File: src/rtl/axi_slave_mem.sv
// AXI4 slave responder backed by a single-port word-addressed SRAM port.
// Serves one read or write burst at a time; INCR/FIXED bursts, WRAP handled as INCR.
//
// state | meaning
// IDLE  | waiting for an address; grant alternates when aw and ar arrive together
// WDATA | accepting write beats, one SRAM write per beat
// WRESP | presenting the write response until bready
// RREQ  | issuing the SRAM read for the current beat
// RDATA | presenting read data until rready
module axi_slave_mem #(
  parameter int ID_W   = 4,
  parameter int DATA_W = 64,
  parameter int MEM_AW = 10
) (
  input  logic                clk,
  input  logic                rst_n,
  input  logic                awvalid,
  output logic                awready,
  input  logic [ID_W-1:0]     awid,
  input  logic [31:0]         awaddr,
  input  logic [7:0]          awlen,
  input  logic [2:0]          awsize,
  input  logic [1:0]          awburst,
  input  logic                wvalid,
  output logic                wready,
  input  logic [DATA_W-1:0]   wdata,
  input  logic [DATA_W/8-1:0] wstrb,
  input  logic                wlast,
  output logic                bvalid,
  input  logic                bready,
  output logic [ID_W-1:0]     bid,
  output logic [1:0]          bresp,
  input  logic                arvalid,
  output logic                arready,
  input  logic [ID_W-1:0]     arid,
  input  logic [31:0]         araddr,
  input  logic [7:0]          arlen,
  input  logic [2:0]          arsize,
  input  logic [1:0]          arburst,
  output logic                rvalid,
  input  logic                rready,
  output logic [ID_W-1:0]     rid,
  output logic [1:0]          rresp,
  output logic [DATA_W-1:0]   rdata,
  output logic                rlast,
  output logic                mem_cen,
  output logic                mem_wen,
  output logic [MEM_AW-1:0]   mem_addr,
  output logic [DATA_W-1:0]   mem_wdata,
  output logic [DATA_W-1:0]   mem_wmask,
  input  logic [DATA_W-1:0]   mem_rdata
);

  localparam logic [31:0] MEM_LIMIT = 32'd1 << (MEM_AW + 3);
  localparam logic [1:0]  RESP_OKAY = 2'b00;
  localparam logic [1:0]  RESP_SLV  = 2'b10;
  localparam logic [1:0]  RESP_DEC  = 2'b11;

  typedef enum logic [2:0] {IDLE, WDATA, WRESP, RREQ, RDATA} state_t;

  state_t            state, state_nxt;
  logic              grant_wr;
  logic [ID_W-1:0]   id_q;
  logic [31:0]       addr_q;
  logic [31:0]       addr_nxt;
  logic [7:0]        len_q;
  logic [2:0]        size_q;
  logic [1:0]        burst_q;
  logic [7:0]        beat_q;
  logic [1:0]        err_q;
  logic [DATA_W-1:0] rdata_q;
  logic [DATA_W-1:0] rdata_cur;
  logic              rd_first;
  logic              is_last;

  function automatic logic [1:0] accept_err(input logic [31:0] a, input logic [2:0] s);
    if (a >= MEM_LIMIT) return RESP_DEC;
    if (s > 3'd3)       return RESP_SLV;
    return RESP_OKAY;
  endfunction

  assign addr_nxt  = (burst_q == 2'b00) ? addr_q : addr_q + (32'd1 << size_q);
  assign is_last   = (beat_q == len_q);
  assign rdata_cur = (err_q != RESP_OKAY) ? '0 : mem_rdata;

  assign bid       = id_q;
  assign bresp     = err_q;
  assign rid       = id_q;
  assign rresp     = err_q;
  assign rlast     = is_last;
  // SRAM output is only guaranteed in the first RDATA cycle; a stall replays the captured copy.
  assign rdata     = rd_first ? rdata_cur : rdata_q;
  assign mem_addr  = addr_q[MEM_AW+2:3];
  assign mem_wdata = wdata;

  always_ff @(posedge clk) begin
    if (rst_n) begin
      state    <= IDLE;
      grant_wr <= 1'b1;
      id_q     <= '0;
      addr_q   <= '0;
      len_q    <= '0;
      size_q   <= '0;
      burst_q  <= '0;
      beat_q   <= '0;
      err_q    <= RESP_OKAY;
      rdata_q  <= '0;
      rd_first <= 1'b0;
    end else begin
      state    <= state_nxt;
      rd_first <= (state == RREQ);
      case (state)
        IDLE: begin
          if (awvalid && awready) begin
            id_q     <= awid;
            addr_q   <= awaddr;
            len_q    <= awlen;
            size_q   <= awsize;
            burst_q  <= awburst;
            beat_q   <= '0;
            err_q    <= accept_err(awaddr, awsize);
            grant_wr <= 1'b0;
          end else if (arvalid && arready) begin
            id_q     <= arid;
            addr_q   <= araddr;
            len_q    <= arlen;
            size_q   <= arsize;
            burst_q  <= arburst;
            beat_q   <= '0;
            err_q    <= accept_err(araddr, arsize);
            grant_wr <= 1'b1;
          end
        end
        WDATA: begin
          if (wvalid) begin
            beat_q <= beat_q + 8'd1;
            addr_q <= addr_nxt;
            if (!wlast && is_last) begin
              if (err_q == RESP_OKAY) err_q <= RESP_SLV;
            end else if (!wlast && addr_nxt >= MEM_LIMIT) begin
              if (err_q == RESP_OKAY) err_q <= RESP_DEC;
            end
          end
        end
        RDATA: begin
          if (rd_first) rdata_q <= rdata_cur;
          if (rready && !is_last) begin
            beat_q <= beat_q + 8'd1;
            addr_q <= addr_nxt;
            if (addr_nxt >= MEM_LIMIT && err_q == RESP_OKAY) err_q <= RESP_DEC;
          end
        end
        default: ;
      endcase
    end
  end

  always_comb begin
    state_nxt = state;
    awready   = 1'b0;
    arready   = 1'b0;
    wready    = 1'b0;
    bvalid    = 1'b0;
    rvalid    = 1'b0;
    mem_cen   = 1'b0;
    mem_wen   = 1'b0;
    mem_wmask = '0;
    for (int i = 0; i < DATA_W/8; i++) mem_wmask[i*8 +: 8] = {8{wstrb[i]}};
    case (state)
      IDLE: begin
        awready = awvalid && (!arvalid || grant_wr);
        arready = arvalid && (!awvalid || !grant_wr);
        if (awready)      state_nxt = WDATA;
        else if (arready) state_nxt = RREQ;
      end
      WDATA: begin
        wready = 1'b1;
        if (wvalid) begin
          mem_cen = (err_q == RESP_OKAY);
          mem_wen = (err_q == RESP_OKAY);
          if (wlast || is_last) state_nxt = WRESP;
        end
      end
      WRESP: begin
        bvalid = 1'b1;
        if (bready) state_nxt = IDLE;
      end
      RREQ: begin
        mem_cen   = (err_q == RESP_OKAY);
        state_nxt = RDATA;
      end
      RDATA: begin
        rvalid = 1'b1;
        if (rready) state_nxt = is_last ? IDLE : RREQ;
      end
      default: state_nxt = IDLE;
    endcase
  end

endmodule

File: config.mk
export PLATFORM = sky130hd
export DESIGN_NAME = axi_slave_mem
export DESIGN_NICKNAME = d
export VERILOG_FILES = /design/src/rtl/axi_slave_mem.sv
export SDC_FILE = /design/constraint.sdc
export NUM_CORES = 1
export LEC_CHECK = 0
export BUFFER_PORTS_ARGS = -buffer_cell sky130_fd_sc_hd__buf_4
export CAP_MARGIN = 10
export CORE_AREA = 2 2 178 180
export DETAILED_ROUTE_END_ITERATION = 10
export DIE_AREA = 0 0 180 182
export GPL_ROUTABILITY_DRIVEN = 0
export GPL_TIMING_DRIVEN = 0
export PLACE_DENSITY = 0.59
export SYNTH_ARGS = -nofsm -noshare
export SYNTH_HDL_FRONTEND = slang
export SYNTH_SLANG_ARGS = --single-unit
export TNS_END_PERCENT = 5
File: constraint.sdc
create_clock -name clk -period 2.9 [get_ports clk]
set_clock_uncertainty 0.1 [all_clocks]
set_input_delay 0.435 -clock clk [delete_from_list [all_inputs] [get_ports clk]]
set_output_delay 0.435 -clock clk [all_outputs]
set_load 0.03 [all_outputs]
# Word level (Yosys, flattened, before mapping)
# Index checks and enable logic that the tools add are counted.
# classes
addsub,2
magnitude_cmp,5
eq_ne,15
shift,1
mux,77
n_reduce_logical,26
# ops
cell,count
32-bit 2-to-1 mux,5
64-bit 2-to-1 mux,2
"32-bit by 14-bit >= comparator with 1-bit output, second input constant",3
32-bit one-hot mux with 3 select lines,1
8-bit 2-to-1 mux,6
2-bit 2-to-1 mux,20
32-bit adder,1
"1-bit by 3-bit left shift with 32-bit output, first input constant",1
1-bit 2-to-1 mux,29
3-bit 2-to-1 mux,8
8-bit one-hot mux with 3 select lines,1
3-bit one-hot mux with 5 select lines,1
"2-bit != test, second input constant",7
"3-bit != test, second input constant",3
"8-bit by 1-bit adder with 8-bit output, second input constant",1
8-bit equality test,1
1-bit logical AND,8
4-bit 2-to-1 mux,2
7-bit AND reduction,1
"3-bit by 2-bit equality test with 1-bit output, second input constant",2
"3-bit by 2-bit greater-than comparator with 1-bit output, second input constant",2
2-bit one-hot mux with 3 select lines,1
1-bit logical NOT,5
5-bit AND reduction,1
other kinds (10),14
# totals
register_bits,128
out_inout_bits,222
wordCells,137

# Logic depth before layout (Yosys ltp)
# depth
depth_word,19
depth_mapped,14
ltp_nobuf,11

# Worst setup path before layout
# Ideal clock, no wire load.
# synth_path
kind,register to register
start,register size_q[0]
end,"register err_q[0], in the netlist bresp[0]"
setup_time_ns,0.129
arrival_ns,2.897
required_ns,2.671
slack_ns,-0.226
stages_incl_launch_ff,13
n_path_buf,2
synth_period_minus_slack_ns,3.126
path_cell_list,dfxtp_1 -> clkbuf_1 -> nor3b_1 -> ha_1 -> a211oi_1 -> nor3_1 -> or2_2 -> clkbuf_1 -> a311o_1 -> o21ai_0 -> nand4b_1 -> o31ai_2 -> a221oi_2
# synth_via
elab_chain_cells,7
elab_cells_between_ends,9
# synth_rtl
item,line_no,source
start: declaration,67,logic [2:0] size_q;
start signal: assignment,118,size_q <= awsize;
start signal: assignment,127,size_q <= arsize;
1-bit by 3-bit left shift with 32-bit output (*),82,assign addr_nxt = (burst_q == 2'b00) ? addr_q : addr_q + (32'd1 << size_q);
32-bit adder (*),82,
32-bit 2-to-1 mux (*),82,
32-bit by 14-bit >= comparator with 1-bit output (*),"140, 150",
"1-bit logical AND, on equally long branches","140, 150",
3-bit != test (no source line) / 2-bit != test (equally long branches),n/a,
7-bit AND reduction (no source line) (*),n/a,
end signal: assignment,121,"err_q <= accept_err(awaddr, awsize);"
end signal: assignment,130,"err_q <= accept_err(araddr, arsize);"
end: declaration,70,logic [1:0] err_q;
# Mark *: on every way between the ends. The rest lies on a longest branch, timed or not.
# A chain may end at the register's enable or synchronous reset.

# Final worst setup path
# Ends and elaborated chain as after synthesis.

==> flow_summary.json <==
{
  "status": "finished with violations",
  "failed_checks": "setup timing",
  "cp_slowest_stage_delay_ns": 0.41,
  "rows": 65,
  "synth-edff-count": 0,
  "worstSetupStartpoint": "size_q[0]$_SDFFE_PP0P_",
  "seqCellArea_mm2": 0.00257,
  "power_uw": 11100,
  "drt_iter0_drc": 706,
  "post-route-util_pct": 43.6,
  "required_ns": 3.10,
  "hold_buffers": 0,
  "r2r_cells": 13,
  "syn_avg_cell_area_um2": 7.11,
  "dp_hpwl_um": 28100,
  "vias": 10500,
  "grt_pass1_wl_um": 55100,
  "ir_worst_vdd_uv": 343,
  "clock_power_share_pct": 21.8,
  "switchingPower_uw": 5090,
  "finalSetupViolCount": 13,
  "comb_power_share_pct": 54.3,
  "worstHoldPathCells": 2,
  "grt-ovfl-total": 0,
  "nFillCells": 3184,
  "insertion_delay_ns": 0.42,
  "fin_crit_sh_pct": 105,
  "h-tree-depth": 4,
  "cts_tree": "built",
  "rsz0062_at_grt": "true",
  "r2r-start": "size_q[0]$_SDFFE_PP0P_",
  "hold_viol": 0,
  "ios": 464,
  "internal_power_uw": 5980,
  "cap_violations": 0,
  "cp_cell_sequence": "buf_8 -> nor3_2 -> ha_2 -> fa_2 -> a211oi_2 -> o211ai_1 -> nand2_1 -> clkbuf_8 -> nor3_4 -> o41ai_2 -> nand4b_1 -> o31ai_4 -> a221oi_2",
  "end_kind": "register",
  "grt_use_total_pct": 21.0,
  "worstHoldStart": "rst_n",
  "totalWireLength_um": 36500,
  "yosys_most_used_dff": "dfxtp_1",
  "cts_buffers": 17,
  "antenna_found_initial": 0,
  "layout.nets": 1940,
  "clk_pin_slew_worst_paths_ns": 0.06,
  "multi_input_area_mm2": 0.00515,
  "yosys_warnings": 0,
  "startpoint_type": "register",
  "drv_slew": 0,
  "slowest_stage": "o41ai_2",
  "drt_pre_antenna_iters": 5,
  "arrival_ns": 3.24,
  "worst-setup-path-type": "reg -> reg",
  "grt_max_degree": 17,
  "synthCells": 1266,
  "whs_ns": 0.157,
  "synth_commonest_cells": "258 x nand2_1, 146 x buf_4, 134 x nor2_1",
  "setup_tns_ns": -0.615,
  "min_path_type": "in -> reg",
  "p_leak_uw": 0.00614,
  "die_w_um": 180,
  "dieArea_mm2": 0.0328,
  "period_minus_slack_ns": 3.05,
  "synth_cell_type_count": 65,
  "switching_share_pct": 46.0,
  "tightest_slew_ns": 0.752,
  "fmax_ghz": 0.328,
  "syn_area_mm2": 0.00900,
  "pwr-share-seq_pct": 23.9,
  "drc": 0,
  "clock-sinks": 128,
  "power_per_cell_area_mw_per_mm2": 820,
  "layout_setup_ws_ns": -0.146,
  "core_area_mm2": 0.0310,
  "async_flop_share_pct": 0,
  "via_per_inst": 5.01,
  "ant_nets": 0,
  "critPathMaxFanout": 5,
  "clock_path_buffers": 2,
  "synth_fp_nets": 1518,
  "synthToLayoutAreaGrowth_pct": 50.1,
  "ys_seq_area_share_pct": 28.5,
  "die_h_um": 182,
  "initial_core_util_pct": 29.0,
  "yosysTopAreaCell": "dfxtp_1",
  "numPortBuffers": 390,
  "drt-wirelength-per-cell_um": 17.4,
  "synth_top_area_share_pct": 28.5,
  "yosysMostFrequentCell": "nand2_1",
  "cts-root-buf": "clkbuf_16",
  "relSlewSlack_pct": 49.9,
  "drive_gt1_share_pct": 39.4,
  "grt_pass1_vias": 10000,
  "yosys-top-cells-area": "dfxtp_1 28%, buf_4 12%, nand2_1 11%",
  "ys_seq_elements": 128
}
path summary, 6_finish.rpt:
check                                                to  slack [ns]
worst max register to register    bresp[0]$_SDFFE_PP0P_       -0.15
worst min-delay path              bresp[0]$_SDFFE_PP0P_        0.16
worst min register to register  addr_q[31]$_SDFFE_PP0P_        0.39
worst max-delay path              bresp[0]$_SDFFE_PP0P_       -0.15
flip-flops by register name (all words and copies together), names as in the netlist:
register,flops
rdata_q,64
addr_q,32
beat_q,8
len_q,8
bid,4
size_q,3
state,3
bresp,2
burst_q,2
grant_wr,1
rd_first,1
kinds of logic after synthesis:
logic type                 share of synthesized area, %
adders and majority gates                          1.47
DFF                                                28.5
and+or+nand+nor                                    30.7
muxes                                             0.223
buffers and inverters                              16.8
AOI/OAI and AO/OA                                  20.0
xor gates and xnor gates                           2.24
critical path, delay by kind of cell (launching register included):
| kind | cells | cell delay [ns] |
|---|---|---|
| simple gates | 4 | 0.43 |
| buf+inv | 2 | 0.27 |
| fa+ha+maj | 2 | 0.55 |
| flops | 1 | 0.35 |
| compound gates | 5 | 1.25 |
power groups by stage:
stage               clock [µW]  combinational, µW  sequential, µW
floorplan                    0               3720            2560
global placement             0               5600            2620
detailed placement           0               5640            2630
CTS                       2440               5860            2610
global route              2510               6460            2700
finish                    2420               6010            2640
area by class of cell:
type | count | area share [%]
sequential | 128 | 19.0
buffer | 232 | 11.3
inverter | 9 | 0.278
multi-input combinational | 893 | 38.2
antenna | 1 | 0.0185
timing repair buffer | 407 | 22.7
clock buffer | 18 | 3.25
clock inverter | 14 | 1.52
tap | 402 | 3.73
through the flow:
| step | setup WS [ns] | instances | cell area (µm²) |
|---|---|---|---|
| after detailed placement | -0.673 | 2058 | 12500 |
| after global routing | -0.295 | 2103 | 13500 |
| after floorplan | 0.00590 | 1266 | 9020 |
| after CTS | -0.162 | 2100 | 13400 |
| after global placement | -0.689 | 2058 | 12500 |
| final | -0.146 | 2104 | 13500 |
timing repair:
item	CTS	global route
gates resized for setup	50	40
pin swaps	13	21
endpoints found under the setup margin	106	47
setup buffers	11	4
gates cloned	2	0
cells in the final DEF, fill, tap and decap left out, types with 8 or more instances in the layout:
cell type and count:
buf_4 550, a21oi_1 66, a31oi_1 8, o21ai_0 46, nand4_1 8, xnor2_1 8, xor2_1 14, nor4_1 19
clkbuf_2 14, o211ai_1 8, and3_1 10, nand2_1 258, and2_1 9, a311oi_1 83, clkbuf_1 52, dfxtp_1 125
clkbuf_16 17, nor3_1 19, nand3_1 24, nand2b_1 67, nor2_1 132
per-layer routing:
| layer | part of all wire [%] | global-route usage [%] | up-vias |
|---|---|---|---|
| li1 | - | - | 5123 |
| met1 | 39 | 24.5 | 4830 |
| met2 | 48 | 36.4 | 519 |
| met3 | 9.9 | 6.12 | 60 |
| met4 | 2.8 | 7.87 | 0 |
| met5 | 0 | 0 | - |
(Power assumes the default switching activity.)
